==> src/rtl/hdmi_filter_pkg.sv <==
// Shared definitions for the HDMI Sobel filter: mode encoding, frame FSM
// states and the processed-region border derivation used by the datapath too.
package hdmi_filter_pkg;

  typedef enum logic [1:0] {
    MODE_PASS    = 2'd0,
    MODE_EDGE    = 2'd1,
    MODE_THRESH  = 2'd2,
    MODE_OVERLAY = 2'd3
  } filt_mode_t;

  typedef enum logic [1:0] {
    ST_BLANK  = 2'd0,
    ST_WARMUP = 2'd1,
    ST_ACTIVE = 2'd2
  } frame_state_t;

  // Border on each side when a region of 'region' pixels/lines is centred in 'active'.
  function automatic int unsigned border_px(input int unsigned active,
                                            input int unsigned region);
    return (active - region) / 2;
  endfunction

endpackage

==> src/rtl/edge_filter_ctrl_if.sv <==
// Video-timing and filter-control bundle between the timing generator / filter
// datapath (master) and edge_filter_ctrl (slave).
interface edge_filter_ctrl_if #(
  parameter int unsigned H_ACTIVE = 640,
  parameter int unsigned V_ACTIVE = 480
);

  localparam int unsigned HW = $clog2(H_ACTIVE);
  localparam int unsigned VW = $clog2(V_ACTIVE);

  logic [HW-1:0] h_pos;
  logic [VW-1:0] v_pos;
  logic [1:0]    mode;
  logic [7:0]    threshold;
  logic          window_valid;
  logic          frame_start;
  logic [7:0]    frame_count;

  modport master (
    output h_pos, v_pos,
    input  mode, threshold, window_valid, frame_start, frame_count
  );

  modport slave (
    input  h_pos, v_pos,
    output mode, threshold, window_valid, frame_start, frame_count
  );

endinterface

==> src/rtl/btn_debounce.sv <==
// Raw button -> 2-flop synchronizer -> stability counter -> one-cycle press
// pulse on the accepted 0->1 transition (release produces nothing).
module btn_debounce #(
  parameter int unsigned DEBOUNCE_CYCLES = 250000
) (
  input  logic clk,
  input  logic rst,
  input  logic i_btn,
  output logic o_press
);

  localparam int unsigned CW = (DEBOUNCE_CYCLES > 1) ? $clog2(DEBOUNCE_CYCLES) : 1;
  localparam logic [CW-1:0] CNT_LAST = CW'(DEBOUNCE_CYCLES - 1);

  logic          r_sync1;
  logic          r_sync2;
  logic          r_stable;
  logic          r_press;
  logic [CW-1:0] r_cnt;

  always_ff @(posedge clk or posedge rst) begin
    if (rst) begin
      r_sync1  <= 1'b0;
      r_sync2  <= 1'b0;
      r_stable <= 1'b0;
      r_press  <= 1'b0;
      r_cnt    <= '0;
    end else begin
      r_sync1 <= i_btn;
      r_sync2 <= r_sync1;
      r_press <= 1'b0;
      if (r_sync2 == r_stable) begin
        r_cnt <= '0;
      end else if (r_cnt == CNT_LAST) begin
        // Accept the new level; pulse only when it is a press.
        r_stable <= r_sync2;
        r_cnt    <= '0;
        r_press  <= r_sync2;
      end else begin
        r_cnt <= r_cnt + 1'b1;
      end
    end
  end

  assign o_press = r_press;

endmodule

==> src/rtl/edge_filter_ctrl.sv <==
// Sobel filter control: debounced mode/threshold buttons, settings committed
// at the frame origin, and the per-frame 3x3 window warm-up FSM.
module edge_filter_ctrl
  import hdmi_filter_pkg::*;
#(
  parameter int unsigned H_ACTIVE        = 640,
  parameter int unsigned V_ACTIVE        = 480,
  parameter int unsigned WIDTH           = 534,
  parameter int unsigned HEIGHT          = 400,
  parameter int unsigned DEBOUNCE_CYCLES = 250000,
  parameter int unsigned THRESH_STEP     = 16
) (
  input  logic             pixel_clk,
  input  logic             rst,
  input  logic             btn_mode,
  input  logic             btn_thresh,
  edge_filter_ctrl_if.slave bus
);

  localparam int unsigned HW  = $clog2(H_ACTIVE);
  localparam int unsigned VW  = $clog2(V_ACTIVE);
  localparam int unsigned N_W = border_px(H_ACTIVE, WIDTH);
  localparam int unsigned N_H = border_px(V_ACTIVE, HEIGHT);

  localparam logic [HW-1:0] H_WIN_LO   = HW'(N_W + 2);
  localparam logic [HW-1:0] H_WIN_HI   = HW'(N_W + WIDTH);
  localparam logic [HW-1:0] H_LAST     = HW'(H_ACTIVE - 1);
  localparam logic [VW-1:0] V_TOP      = VW'(N_H);
  localparam logic [VW-1:0] V_PRIMED   = VW'(N_H + 2);
  localparam logic [VW-1:0] V_BOTTOM   = VW'(N_H + HEIGHT);
  localparam logic [VW-1:0] V_LAST     = VW'(V_ACTIVE - 1);
  localparam logic [7:0]    THRESH_INC = 8'(THRESH_STEP);

  logic w_mode_press;
  logic w_thresh_press;
  logic w_origin;
  logic w_in_active;
  logic w_win_cond;

  logic [1:0]   r_pend_mode;
  logic [7:0]   r_pend_thresh;
  logic [1:0]   r_mode;
  logic [7:0]   r_threshold;
  logic         r_frame_start;
  logic [7:0]   r_frame_count;
  logic         r_window_valid;
  frame_state_t r_state;
  frame_state_t w_state_nxt;

  btn_debounce #(.DEBOUNCE_CYCLES(DEBOUNCE_CYCLES)) u_db_mode (
    .clk     (pixel_clk),
    .rst     (rst),
    .i_btn   (btn_mode),
    .o_press (w_mode_press)
  );

  btn_debounce #(.DEBOUNCE_CYCLES(DEBOUNCE_CYCLES)) u_db_thresh (
    .clk     (pixel_clk),
    .rst     (rst),
    .i_btn   (btn_thresh),
    .o_press (w_thresh_press)
  );

  assign w_origin    = (bus.h_pos == '0) && (bus.v_pos == '0);
  assign w_in_active = (bus.h_pos <= H_LAST) && (bus.v_pos <= V_LAST);

  // Presses accumulate here; a press landing on the origin cycle misses that commit.
  always_ff @(posedge pixel_clk or posedge rst) begin
    if (rst) begin
      r_pend_mode   <= MODE_PASS;
      r_pend_thresh <= '0;
    end else begin
      if (w_mode_press)   r_pend_mode   <= r_pend_mode + 2'd1;
      if (w_thresh_press) r_pend_thresh <= r_pend_thresh + THRESH_INC;
    end
  end

  always_ff @(posedge pixel_clk or posedge rst) begin
    if (rst) begin
      r_mode        <= MODE_PASS;
      r_threshold   <= '0;
      r_frame_start <= 1'b0;
      r_frame_count <= '0;
    end else begin
      r_frame_start <= w_origin;
      if (w_origin) begin
        r_mode        <= r_pend_mode;
        r_threshold   <= r_pend_thresh;
        r_frame_count <= r_frame_count + 8'd1;
      end
    end
  end

  always_ff @(posedge pixel_clk or posedge rst) begin
    if (rst) begin
      r_state        <= ST_BLANK;
      r_window_valid <= 1'b0;
    end else begin
      r_state        <= w_state_nxt;
      r_window_valid <= w_win_cond;
    end
  end

  // Window qualification uses the next state so the priming line itself counts.
  always_comb begin
    w_state_nxt = r_state;
    w_win_cond  = 1'b0;
    if (bus.v_pos < V_TOP) begin
      w_state_nxt = ST_BLANK;
    end else begin
      case (r_state)
        ST_BLANK:  if (bus.v_pos == V_TOP)    w_state_nxt = ST_WARMUP;
        ST_WARMUP: if (bus.v_pos == V_PRIMED) w_state_nxt = ST_ACTIVE;
        ST_ACTIVE: if (bus.v_pos == V_BOTTOM) w_state_nxt = ST_BLANK;
        default:                              w_state_nxt = ST_BLANK;
      endcase
    end
    w_win_cond = (w_state_nxt == ST_ACTIVE) && w_in_active &&
                 (bus.h_pos >= H_WIN_LO) && (bus.h_pos < H_WIN_HI);
  end

  assign bus.mode         = r_mode;
  assign bus.threshold    = r_threshold;
  assign bus.frame_start  = r_frame_start;
  assign bus.frame_count  = r_frame_count;
  assign bus.window_valid = r_window_valid;

endmodule

==> src/flat_wrapper.sv <==
// flat-port wrapper written by rule: the top's interface ports become plain ports
module edge_filter_ctrl_flat import hdmi_filter_pkg::*;
#(
  parameter int unsigned H_ACTIVE        = 640,
  parameter int unsigned V_ACTIVE        = 480,
  parameter int unsigned WIDTH           = 534,
  parameter int unsigned HEIGHT          = 400,
  parameter int unsigned DEBOUNCE_CYCLES = 250000,
  parameter int unsigned THRESH_STEP     = 16
)
  (pixel_clk, rst, btn_mode, btn_thresh, bus_h_pos, bus_v_pos, bus_mode, bus_threshold, bus_window_valid, bus_frame_start, bus_frame_count);
  edge_filter_ctrl_if #(.H_ACTIVE(H_ACTIVE), .V_ACTIVE(V_ACTIVE)) bus_i ();
  input  logic pixel_clk;
  input  logic rst;
  input  logic btn_mode;
  input  logic btn_thresh;
  input wire logic [$bits(bus_i.h_pos)-1:0] bus_h_pos;
  input wire logic [$bits(bus_i.v_pos)-1:0] bus_v_pos;
  output wire logic [$bits(bus_i.mode)-1:0] bus_mode;
  output wire logic [$bits(bus_i.threshold)-1:0] bus_threshold;
  output wire logic [$bits(bus_i.window_valid)-1:0] bus_window_valid;
  output wire logic [$bits(bus_i.frame_start)-1:0] bus_frame_start;
  output wire logic [$bits(bus_i.frame_count)-1:0] bus_frame_count;
  assign bus_i.h_pos = bus_h_pos;
  assign bus_i.v_pos = bus_v_pos;
  assign bus_mode = bus_i.mode;
  assign bus_threshold = bus_i.threshold;
  assign bus_window_valid = bus_i.window_valid;
  assign bus_frame_start = bus_i.frame_start;
  assign bus_frame_count = bus_i.frame_count;
  edge_filter_ctrl #(.H_ACTIVE(H_ACTIVE), .V_ACTIVE(V_ACTIVE), .WIDTH(WIDTH), .HEIGHT(HEIGHT), .DEBOUNCE_CYCLES(DEBOUNCE_CYCLES), .THRESH_STEP(THRESH_STEP)) u_core (.pixel_clk(pixel_clk), .rst(rst), .btn_mode(btn_mode), .btn_thresh(btn_thresh), .bus(bus_i));
endmodule
==> config.mk <==
export PLATFORM = sky130hd
export DESIGN_NAME = edge_filter_ctrl_flat
export DESIGN_NICKNAME = d
export VERILOG_FILES = /design/src/rtl/hdmi_filter_pkg.sv /design/src/rtl/edge_filter_ctrl_if.sv /design/src/rtl/btn_debounce.sv /design/src/rtl/edge_filter_ctrl.sv /design/src/flat_wrapper.sv
export SDC_FILE = /design/constraint.sdc
export NUM_CORES = 1
export LEC_CHECK = 0
export ABC_CLOCK_PERIOD_IN_PS = 2570
export CAP_MARGIN = 30
export CELL_PAD_IN_SITES_DETAIL_PLACEMENT = 0
export CELL_PAD_IN_SITES_GLOBAL_PLACEMENT = 1
export CORE_ASPECT_RATIO = 0.8
export CORE_MARGIN = 2
export CORE_UTILIZATION = 35
export CTS_BUF_LIST = sky130_fd_sc_hd__clkbuf_4 sky130_fd_sc_hd__clkbuf_8
export DETAILED_ROUTE_END_ITERATION = 16
export PLACE_DENSITY_LB_ADDON = 0.1
export SKIP_LAST_GASP = 1
export SYNTH_ARGS = -nofsm -noshare
export SYNTH_HDL_FRONTEND = slang
export SYNTH_SLANG_ARGS = --single-unit
==> constraint.sdc <==
create_clock -name pixel_clk -period 2.57 [get_ports pixel_clk]
set_clock_uncertainty 0.2 [all_clocks]
set_input_delay 0.771 -clock pixel_clk [delete_from_list [all_inputs] [get_ports pixel_clk]]
set_output_delay 0.771 -clock pixel_clk [all_outputs]
set_load 0.01 [all_outputs]
==> out/metrics.csv, run 1 <==
metric;value;unit
synth_commonest_cells;dfrtp_1 (68), nor2_1 (40), xnor2_1 (27), nor4_1 (19), nand3_1 (17);
drcViolationCount;0;
crit_path_start;bus_v_pos[3];
die_h;90.4;um
r2r_slack;0.41;ns
grt-ovfl-total;0;
drv_slew;0;
async_flop_share;100;%
synthFlopType;dfrtp_1;
stdcell_area;0.00420;sq mm
coreArea;0.00908;sq mm
pin_count;43;
clkSinkCount;68;
power_density;506;mW/mm^2
synth-seq-cells;68;
post_dp_cell_area;0.00397;sq mm
tns;0;ns
yosys.area.top_type;dfrtp_1;
place_ws;-0.281;ns
dieArea;0.0101;sq mm
peakVddDrop;0.523;mV
crit_type;input pin to register;
num_vias;2417;
avgRoutedWirePerCell;13.7;um
status;complete, no violations;
ant_nets;0;
period_share;94.6;%
r2r-start;u_core.u_db_thresh.r_cnt[0];
globalplace.congestion;0.803;
grt_max_degree;24;
clkTransAtPathRegs;0.07;ns
die_w;112;um
portBuffers;38;
setup_viol;0;
synth_edf_count;0;
syn_area_per_cell;10.8;sq um
crit_path_start_kind;input pin;
grt_pass1_vias;2454;
cp_max_fo;3;
drive_above_1_share;19.3;%
ys_types;45;
seq_area_frac_synth;52.1;%
netlist_instances;302;
dr.pass1.iters;4;
clockBufferDepth;2;
final_nets;401;
endpoint;u_core.bus.window_valid;
dp_hpwl;4880;um
p_leak;1.78;nW
cap_viol_max_count;0;
slew_headroom;64.6;%
htreeDepth;3;
worstReg2RegEnd;u_core.u_db_thresh.r_cnt[9];
yosys_warnings;0;
hold_violations;0;
diodes;0;
grt_first_pass_wirelength;12000;um
syn_area;0.00327;sq mm
drtIter0Drc;138;
yosys.area.top_type_share;52.1;%
yosysMostFrequentCell;dfrtp_1;
worstPathArrival;2.46;ns
synth_area_leaders;dfrtp_1 (52%), xnor2_1 (7.2%), nor2_1 (4.6%);
initial_core_util;36.0;%
fmax;412;MHz
vias_per_cell;4.89;
rows;31;
postLayoutSetupSlackWorst;0.140;ns
post-route-min-period;2.43;ns
antenna_found_initial;0;
rsz0062_at_grt;no;
cts-root-buf;clkbuf_8;
wl;6770;um
cts_tree;done;
syn_to_final_growth;28.6;%
cp-end-kind;register;
hp-class;register to register;
worst_slew_pin_slew;0.529;ns
rr_worst_depth;5;
grt_usage;14.7;%
clock_latency;0.35;ns
crit_required;2.60;ns
cts_buffers;9;
## routing by layer
metal	vias up	wire length, um	track usage, %
met2	57	2600	19.6
met3	8	359	5.10
li1	1208	-	-
met4	0	90	5.18
met5	-	0	0
met1	1144	3720	22.0
## stage by stage
stage | util (%) | hold slack, ns | total power, W | instances
after detailed placement | 43.8 | 0.136 | 0.00125 | 478
after floorplan | - | 0.131 | 0.00117 | 305
final | 46.3 | 0.156 | 0.00212 | 494
after CTS | 46.0 | 0.154 | 0.00216 | 494
after global placement | 43.8 | 0.132 | 0.00125 | 478
after global routing | 46.3 | 0.172 | 0.00223 | 494
## cell families (layout without fill, tap and decap cells)
| kind of cell | after synthesis | count (layout) | share of synthesized area (%) |
|---|---|---|---|
| fa+ha+maj | 4 | 4 | 1.53 |
| mux | 10 | 10 | 3.56 |
| xor+xnor | 43 | 43 | 11.5 |
| other cells | 1 | 4 | 0.115 |
| buf+inv | 20 | 94 | 3.56 |
| flops | 68 | 68 | 52.1 |
| compound gates | 18 | 18 | 4.60 |
| simple gates | 138 | 138 | 23.0 |
## sequential cells by signal, summed over array words and instances, names as in the netlist, 2 cells and up
name,cells
u_core.r_pend_mode,2
u_core.r_pend_thresh,4
u_core.bus.frame_count,8
u_core.bus.mode,2
u_core.u_db_mode.r_cnt,18
u_core.r_state,2
u_core.u_db_thresh.r_cnt,18
u_core.bus.threshold,4
## worst min-delay path by stage
stage / from / end / depth (start not counted)
final: u_core.u_db_mode.r_sync1 / u_core.u_db_mode.r_sync2 / 0
after global placement: u_core.u_db_thresh.r_sync1 / u_core.u_db_thresh.r_sync2 / 0
after CTS: u_core.u_db_thresh.r_sync1 / u_core.u_db_thresh.r_sync2 / 0
after detailed placement: u_core.u_db_thresh.r_sync1 / u_core.u_db_thresh.r_sync2 / 0
after floorplan: u_core.u_db_mode.r_sync1 / u_core.u_db_mode.r_sync2 / 0
after global routing: u_core.u_db_mode.r_sync1 / u_core.u_db_mode.r_sync2 / 0
## cells in the final DEF (no fill, tap or decap), types with 3 or more instances in the layout
| cell | count |
|---|---|
| nor2_1 | 40 |
| conb_1 | 4 |
| xnor2_1 | 27 |
| or3_1 | 4 |
| ha_1 | 4 |
| nand2_1 | 16 |
| inv_1 | 10 |
| nor3_1 | 10 |
| dfrtp_1 | 68 |
| nor4_1 | 15 |
| nand4_1 | 14 |
| o21ai_0 | 5 |
| a21oi_1 | 4 |
| clkbuf_8 | 10 |
| nand3_1 | 17 |
| buf_4 | 27 |
| clkdlybuf4s50_1 | 38 |
| mux2_2 | 9 |
| xor2_1 | 16 |
| clkinvlp_4 | 3 |
| nor4_2 | 5 |
## critical path, cell delays in order
cell and delay [ns]:
clkdlybuf4s50_1 0.51, or4b_2 0.61, nor4_1 0.26, o32ai_1 0.14, o2111a_1 0.17
## where the power goes
part / internal, W / switching (W) / total, W
logic: 0.0000718 / 0.0000662 / 0.000138
registers: 0.00108 / 0.0000130 / 0.00109
clock network: 0.000472 / 0.000420 / 0.000892
total: 0.00163 / 0.000499 / 0.00212
## area by class of cell
type / count / area [sq um]
Timing Repair Buffer: 67 / 623
Clock buffer: 10 / 138
Inverter: 11 / 45.0
Clock inverter: 6 / 63.8
Sequential cell: 68 / 1700
Multi-Input combinational cell: 217 / 1490
Tap cell: 115 / 144
Fill cell: 887 / 4880
## what timing repair did
item	CTS	global route
hold buffers	0	0
setup buffers	0	0
resized for setup	0	4
endpoints found under the setup margin	0	10
No activity file was read; power rests on OpenSTA's default activity.
==> run 2: changes to the inputs <==
==> constraint.sdc (replaced) <==
create_clock -name pixel_clk -period 2.57 [get_ports pixel_clk]
set_clock_uncertainty 0.2 [all_clocks]
set_input_delay 0.257 -clock pixel_clk [delete_from_list [all_inputs] [get_ports pixel_clk]]
set_output_delay 0.257 -clock pixel_clk [all_outputs]
set_load 0.01 [all_outputs]
==> run 2 against run 1 <==
  * First-iteration DRC count fell by 12%
  * Register-to-register slack improved by 0.02 ns
  * Global-route usage fell by 0.41 points
  * Worst setup slack improved by 0.29 ns
  * Cell area fell by 4.4%
  * Flip-flop and latch count did not move
  * Non-clock buffer count fell by 22
  * Sequential power barely moved
  * Fmax rose by 13%
  * Count of clock-buffer cells in the layout fell by 1
  * Critical path type is now register to register
  * Largest power group unchanged
==> out/metrics.csv, run 2 (same netlist as run 1, synthesis figures left out) <==
metric;value;unit;change
grt_usage;14.3;%;was 14.7%
htreeDepth;3;;unchanged
slew_headroom;64.0;%;was 64.6%
final_nets;379;;was 401
utilization;44.2;%;was 46.3%
portBuffers;38;;unchanged
cp_slowest_cell;dfrtp_1;;was or4b_2
ant_nets;0;;unchanged
clkTransAtPathRegs;0.08;ns;was 0.07 ns
fmax;467;MHz;was 412 MHz
wirelength_met1;3440;um;was 3720 um
cp_max_fo;18;;was 3
cts-root-buf;clkbuf_8;;unchanged
dieArea;0.0101;sq mm;unchanged
drtIter0Drc;121;;was 138
critical-path-max-stage-delay;0.45;ns;was 0.61 ns
grt-ovfl-total;0;;unchanged
crit_path_start_kind;register;;was input pin
cts_tree;done;;unchanged
globalplace.congestion;0.796;;was 0.803
power_density;547;mW/mm^2;was 506 mW/mm^2
drv_slew;0;;unchanged
peakVddDrop;0.248;mV;was 0.523 mV
worst_slew_pin_slew;0.538;ns;was 0.529 ns
diodes;0;;unchanged
wl;6670;um;was 6770 um
cts.repair_timing.setup_buffer_count;0;;unchanged
cap_viol_max_count;0;;unchanged
syn_to_final_growth;22.9;%;was 28.6%
clock_latency;0.35;ns;about the same
setup_viol;0;;unchanged
path_cells;or3_1 > or3_4 > o21ai_4 > nor2_1;;was clkdlybuf4s50_1 > or4b_2 > nor4_1 > o32ai_1 > o2111a_1
mostFrequentLayoutCell;dfrtp_1;;unchanged
wl_met3;416;um;was 359 um
die_h;90.4;um;unchanged
crit_type;register to register;;was input pin to register
pin_count;43;;unchanged
power;0.00219;W;was 0.00212 W
dr.pass1.iters;4;;unchanged
post-route-min-period;2.14;ns;was 2.43 ns
clkSinkCount;68;;unchanged
status;complete, no violations;;unchanged
coreArea;0.00908;sq mm;unchanged
top_layer;met4;;unchanged
hold_violations;0;;unchanged
tns;0;ns;unchanged
p_leak;1.68;nW;was 1.78 nW
crit_required;2.59;ns;was 2.60 ns
num_vias;2366;;was 2417
cp-end-kind;register;;unchanged
final_cell_mix;dfrtp_1 (68), nor2_1 (40), clkdlybuf4s50_1 (38);;unchanged
antenna_found_initial;0;;unchanged
postCtsResizedCells;0;;unchanged
worstPathArrival;2.16;ns;was 2.46 ns
cts_buffers;9;;unchanged
vias_per_cell;5.01;;was 4.89
hp-class;input pin to async pin;;was register to register
drcViolationCount;0;;unchanged
period_share;83.4;%;was 94.6%
die_w;112;um;unchanged
grt_pass1_vias;2358;;was 2454
avgRoutedWirePerCell;14.1;um;was 13.7 um
clockBufferDepth;2;;unchanged
rows;31;;unchanged
hold_buffers;0;;unchanged
grt_max_degree;26;;was 24
initial_core_util;36.0;%;unchanged
dp_hpwl;4770;um;was 4880 um
drive_above_1_share;13.2;%;was 19.3%
grt_first_pass_wirelength;11700;um;was 12000 um
wl_met2;2740;um;was 2600 um
rsz0062_at_grt;no;;unchanged
[run 2: cell count changes in the layout (fill, tap and decap cells not counted), sizes merged]
cell	previous run	this run
clkbuf	10	9
bufinv	1	2
inv	10	12
clkinvlp	3	1
buf	29	7
[run 2: path summary, 6_finish.rpt]
kind | from | to | slack [ns] | cells after the start
worst max-delay path | u_core.u_db_thresh.r_cnt[9] | u_core.u_db_thresh.r_cnt[6] | 0.43 | 4
worst min-delay path | rst | u_core.bus.frame_count[0] | 0.07 | 2
worst max register to register | u_core.u_db_thresh.r_cnt[9] | u_core.u_db_thresh.r_cnt[6] | 0.43 | 4
worst min register to register | u_core.u_db_mode.r_sync1 | u_core.u_db_mode.r_sync2 | 0.15 | 0
max in group asynchronous | rst | u_core.u_db_mode.r_cnt[14] | 1.51 | 3
min in group pixel_clk | btn_mode | u_core.u_db_mode.r_sync1 | 0.14 | 1
[run 2: power breakdown]
group	switching [W]	internal, W
combinational	0.0000604	0.0000531
sequential	0.0000131	0.00108
clock	0.000436	0.000551
[run 2: stage by stage]
step	hold slack, ns	cells	cell area [sq um]	setup WS (ns)
2_1_floorplan	0.0884	305	3280	0.401
3_3_place_gp	0.132	456	3790	0.167
3_5_place_dp	0.136	456	3790	0.133
4_1_cts	0.0886	472	4020	0.400
5_1_grt	0.114	472	4020	0.239
6_report	0.0734	472	4020	0.427
[run 2: area by class of cell]
type                            count  area, sq um
Fill cell                         882         5060
Sequential cell                    68         1700
Multi-Input combinational cell    217         1460
Timing Repair Buffer               45          445
Tap cell                          115          144
Clock buffer                        9          124
Clock inverter                      7         98.8
Inverter                           11         41.3
[run 2: metal layers]
metal	global-route usage, %	vias up
met3	4.90	6
met2	20.6	58
met1	20.7	1137
met5	0	-
met4	3.66	0
li1	-	1165
[run 2: worst max-delay path: cells and delay by family, from the launching register on]
kind               cells  cell delay, ns
AOI/OAI and AO/OA      1            0.45
DFF                    1            0.45
and+or+nand+nor        3            0.91
==> run 3: changes to the inputs <==
Settings changed: ABC_CLOCK_PERIOD_IN_PS 2570 to 1900.
Clock period 2.57 ns to 1.9 ns, I/O delays scaled along.
==> run 3 against run 2 <==
  * The flow now finishes with violations (setup timing)
  * Core utilization up 5.3 points
  * Combinational power increased by 81%
  * Via count increased by 8.3%
  * Sequential power rose by 35%
  * Die area unchanged
  * Clock power up 26%
  * Power increased by 33%
  * Worst setup slack got worse by 0.49 ns
  * Non-clock buffer count grew 55
  * Wire length is 6.2% higher
  * Critical path type unchanged
  * Largest cell class unchanged
  * Highest routed layer unchanged
==> out/metrics.csv, run 3 (same netlist as run 1, synthesis figures left out) <==
metric;value;unit;change
post_dp_cell_area;0.00422;sq mm;was 0.00379 sq mm
critPathTopFamily;simple AND/OR/NAND/NOR gates;;unchanged
combPwrFrac;7.0;%;was 5.2%
setup_viol;1;;was 0
clockBufferDepth;2;;unchanged
syn_to_final_growth;37.5;%;was 22.9%
dieArea;0.0101;sq mm;unchanged
power_density;649;mW/mm^2;was 547 mW/mm^2
die_h;90.4;um;unchanged
switching_share;24.8;%;was 23.2%
coreArea;0.00908;sq mm;unchanged
internal_power;0.00219;W;was 0.00168 W
wl;7080;um;was 6670 um
diodes;0;;unchanged
drtIter0Drc;160;;was 121
clock_latency;0.35;ns;about the same
hp-class;input pin to register;;was input pin to async pin
grt_max_degree;69;;was 26
power_frac_seq;50.6;%;was 49.8%
p_clk_share;42.4;%;was 45.0%
grt_usage;14.9;%;was 14.3%
mostFrequentLayoutCell;dfrtp_1;;unchanged
post-route-min-period;1.97;ns;was 2.14 ns
avgRoutedWirePerCell;13.4;um;was 14.1 um
num_vias;2563;;was 2366
clkTransAtPathRegs;0.08;ns;about the same
cp-end-kind;register;;unchanged
postLayoutSetupSlackWorst;-0.0657;ns;was 0.427 ns
rows;31;;unchanged
clkSinkCount;68;;unchanged
initial_core_util;36.0;%;unchanged
fmax;509;MHz;was 467 MHz
stdcell_area;0.00449;sq mm;was 0.00402 sq mm
grt_pass1_vias;2526;;was 2358
cts-root-buf;clkbuf_8;;unchanged
crit_type;register to register;;unchanged
dp_hpwl;4990;um;was 4770 um
globalplace.congestion;0.786;;was 0.796
htreeDepth;3;;unchanged
vias_per_cell;4.86;;was 5.01
ant_nets;0;;unchanged
dr.pass1.iters;4;;unchanged
cp_slowest_cell;or4_4;;was dfrtp_1
cap_viol_max_count;0;;unchanged
peakVddDrop;0.468;mV;was 0.248 mV
die_w;112;um;unchanged
drive_above_1_share;26.7;%;was 13.2%
period_share;103;%;was 83.4%
cts_tree;done;;unchanged
final_cell_mix;dfrtp_1 (68), buf_4 (58), nor2_1 (39);;was dfrtp_1 (68), nor2_1 (40), clkdlybuf4s50_1 (38)
final_nets;434;;was 379
grt_first_pass_wirelength;12200;um;was 11700 um
crit_required;1.93;ns;was 2.59 ns
crit_path_start_kind;register;;unchanged
critical-path-max-stage-delay;0.53;ns;was 0.45 ns
violations;setup timing;;
hold_buffers;0;;unchanged
rsz0062_at_grt;yes;;was no
crit_buf_inv;0;;unchanged
status;complete, but fails checks;;was complete, no violations
p_leak;1.95;nW;was 1.68 nW
pin_count;43;;unchanged
path_cells;nor4_2 > nand2_1 > or4_4 > mux2_4;;was or3_1 > or3_4 > o21ai_4 > nor2_1
drcViolationCount;0;;unchanged
p_sw;0.000722;W;was 0.000510 W
grt-ovfl-total;0;;unchanged
utilization;49.5;%;was 44.2%
cp_max_fo;3;;was 18
portBuffers;38;;unchanged
hold_violations;0;;unchanged
drv_slew;0;;unchanged
worstPathArrival;2.00;ns;was 2.16 ns
antenna_found_initial;0;;unchanged
cts_buffers;9;;unchanged
[run 3: changes by cell type in the layout (fill, tap and decap cells not counted), sizes merged]
cell	change
buf	+55
clkinv	-3
clkinvlp	+2
inv	+2
bufinv	-1
[run 3: worst paths after layout]
kind	from	slack, ns	cells after the start	to
min	btn_thresh	0.07	1	u_core.u_db_thresh.r_sync1
max reg2reg	u_core.u_db_mode.r_cnt[10]	-0.07	4	u_core.u_db_mode.r_stable
min in group asynchronous	rst	0.08	3	u_core.r_pend_mode[1]
min reg2reg	u_core.u_db_mode.r_sync1	0.16	0	u_core.u_db_mode.r_sync2
max	u_core.u_db_mode.r_cnt[10]	-0.07	4	u_core.u_db_mode.r_stable
max in group asynchronous	rst	1.12	3	u_core.u_db_mode.r_cnt[2]
[run 3: metrics by stage]
step / hold slack [ns] / total power, W / instances / setup WS [ns] / setup TNS [ns]
after detailed placement: 0.146 / 0.00170 / 508 / -0.285 / -4.39
after floorplan: 0.0214 / 0.00158 / 305 / -0.0555 / -0.0555
after global placement: 0.132 / 0.00170 / 508 / -0.309 / -5.23
after global routing: 0.0422 / 0.00307 / 527 / -0.107 / -0.682
after CTS: 0.0441 / 0.00298 / 525 / -0.0890 / -0.109
final: 0.0719 / 0.00292 / 527 / -0.0657 / -0.0657
[run 3: what timing repair did]
item | in CTS | in global routing
resized for setup | 3 | 7
pin swaps | 4 | 5
buffers inserted | 0 | 2
cloned | 1 | 0
endpoints found under the setup margin | 19 | 30
[run 3: power groups by stage]
stage | Clock (W) | Sequential [W] | Combinational [W]
after floorplan | 0 | 0.00150 | 0.0000798
after detailed placement | 0 | 0.00150 | 0.000200
after global routing | 0.00136 | 0.00148 | 0.000229
after global placement | 0 | 0.00150 | 0.000201
after CTS | 0.00130 | 0.00147 | 0.000205
final | 0.00124 | 0.00147 | 0.000204
[run 3: cell type report]
cell class | instances | area, sq um
sequential | 68 | 1700
clock buffer | 9 | 124
inverter | 11 | 45.0
timing repair buffer | 100 | 887
fill | 839 | 4580
clock inverter | 7 | 80.1
tap | 115 | 144
multi-input combinational | 217 | 1510
[run 3: layer usage]
metal / part of all wire [%] / wire [um] / global-route usage (%) / vias up
met5: 0 / 0 / 0 / -
met4: 1.1 / 76 / 4.57 / 0
met3: 6.4 / 450 / 4.97 / 7
met2: 40 / 2870 / 20.5 / 69
met1: 52 / 3690 / 22.2 / 1204
li1: - / - / - / 1283
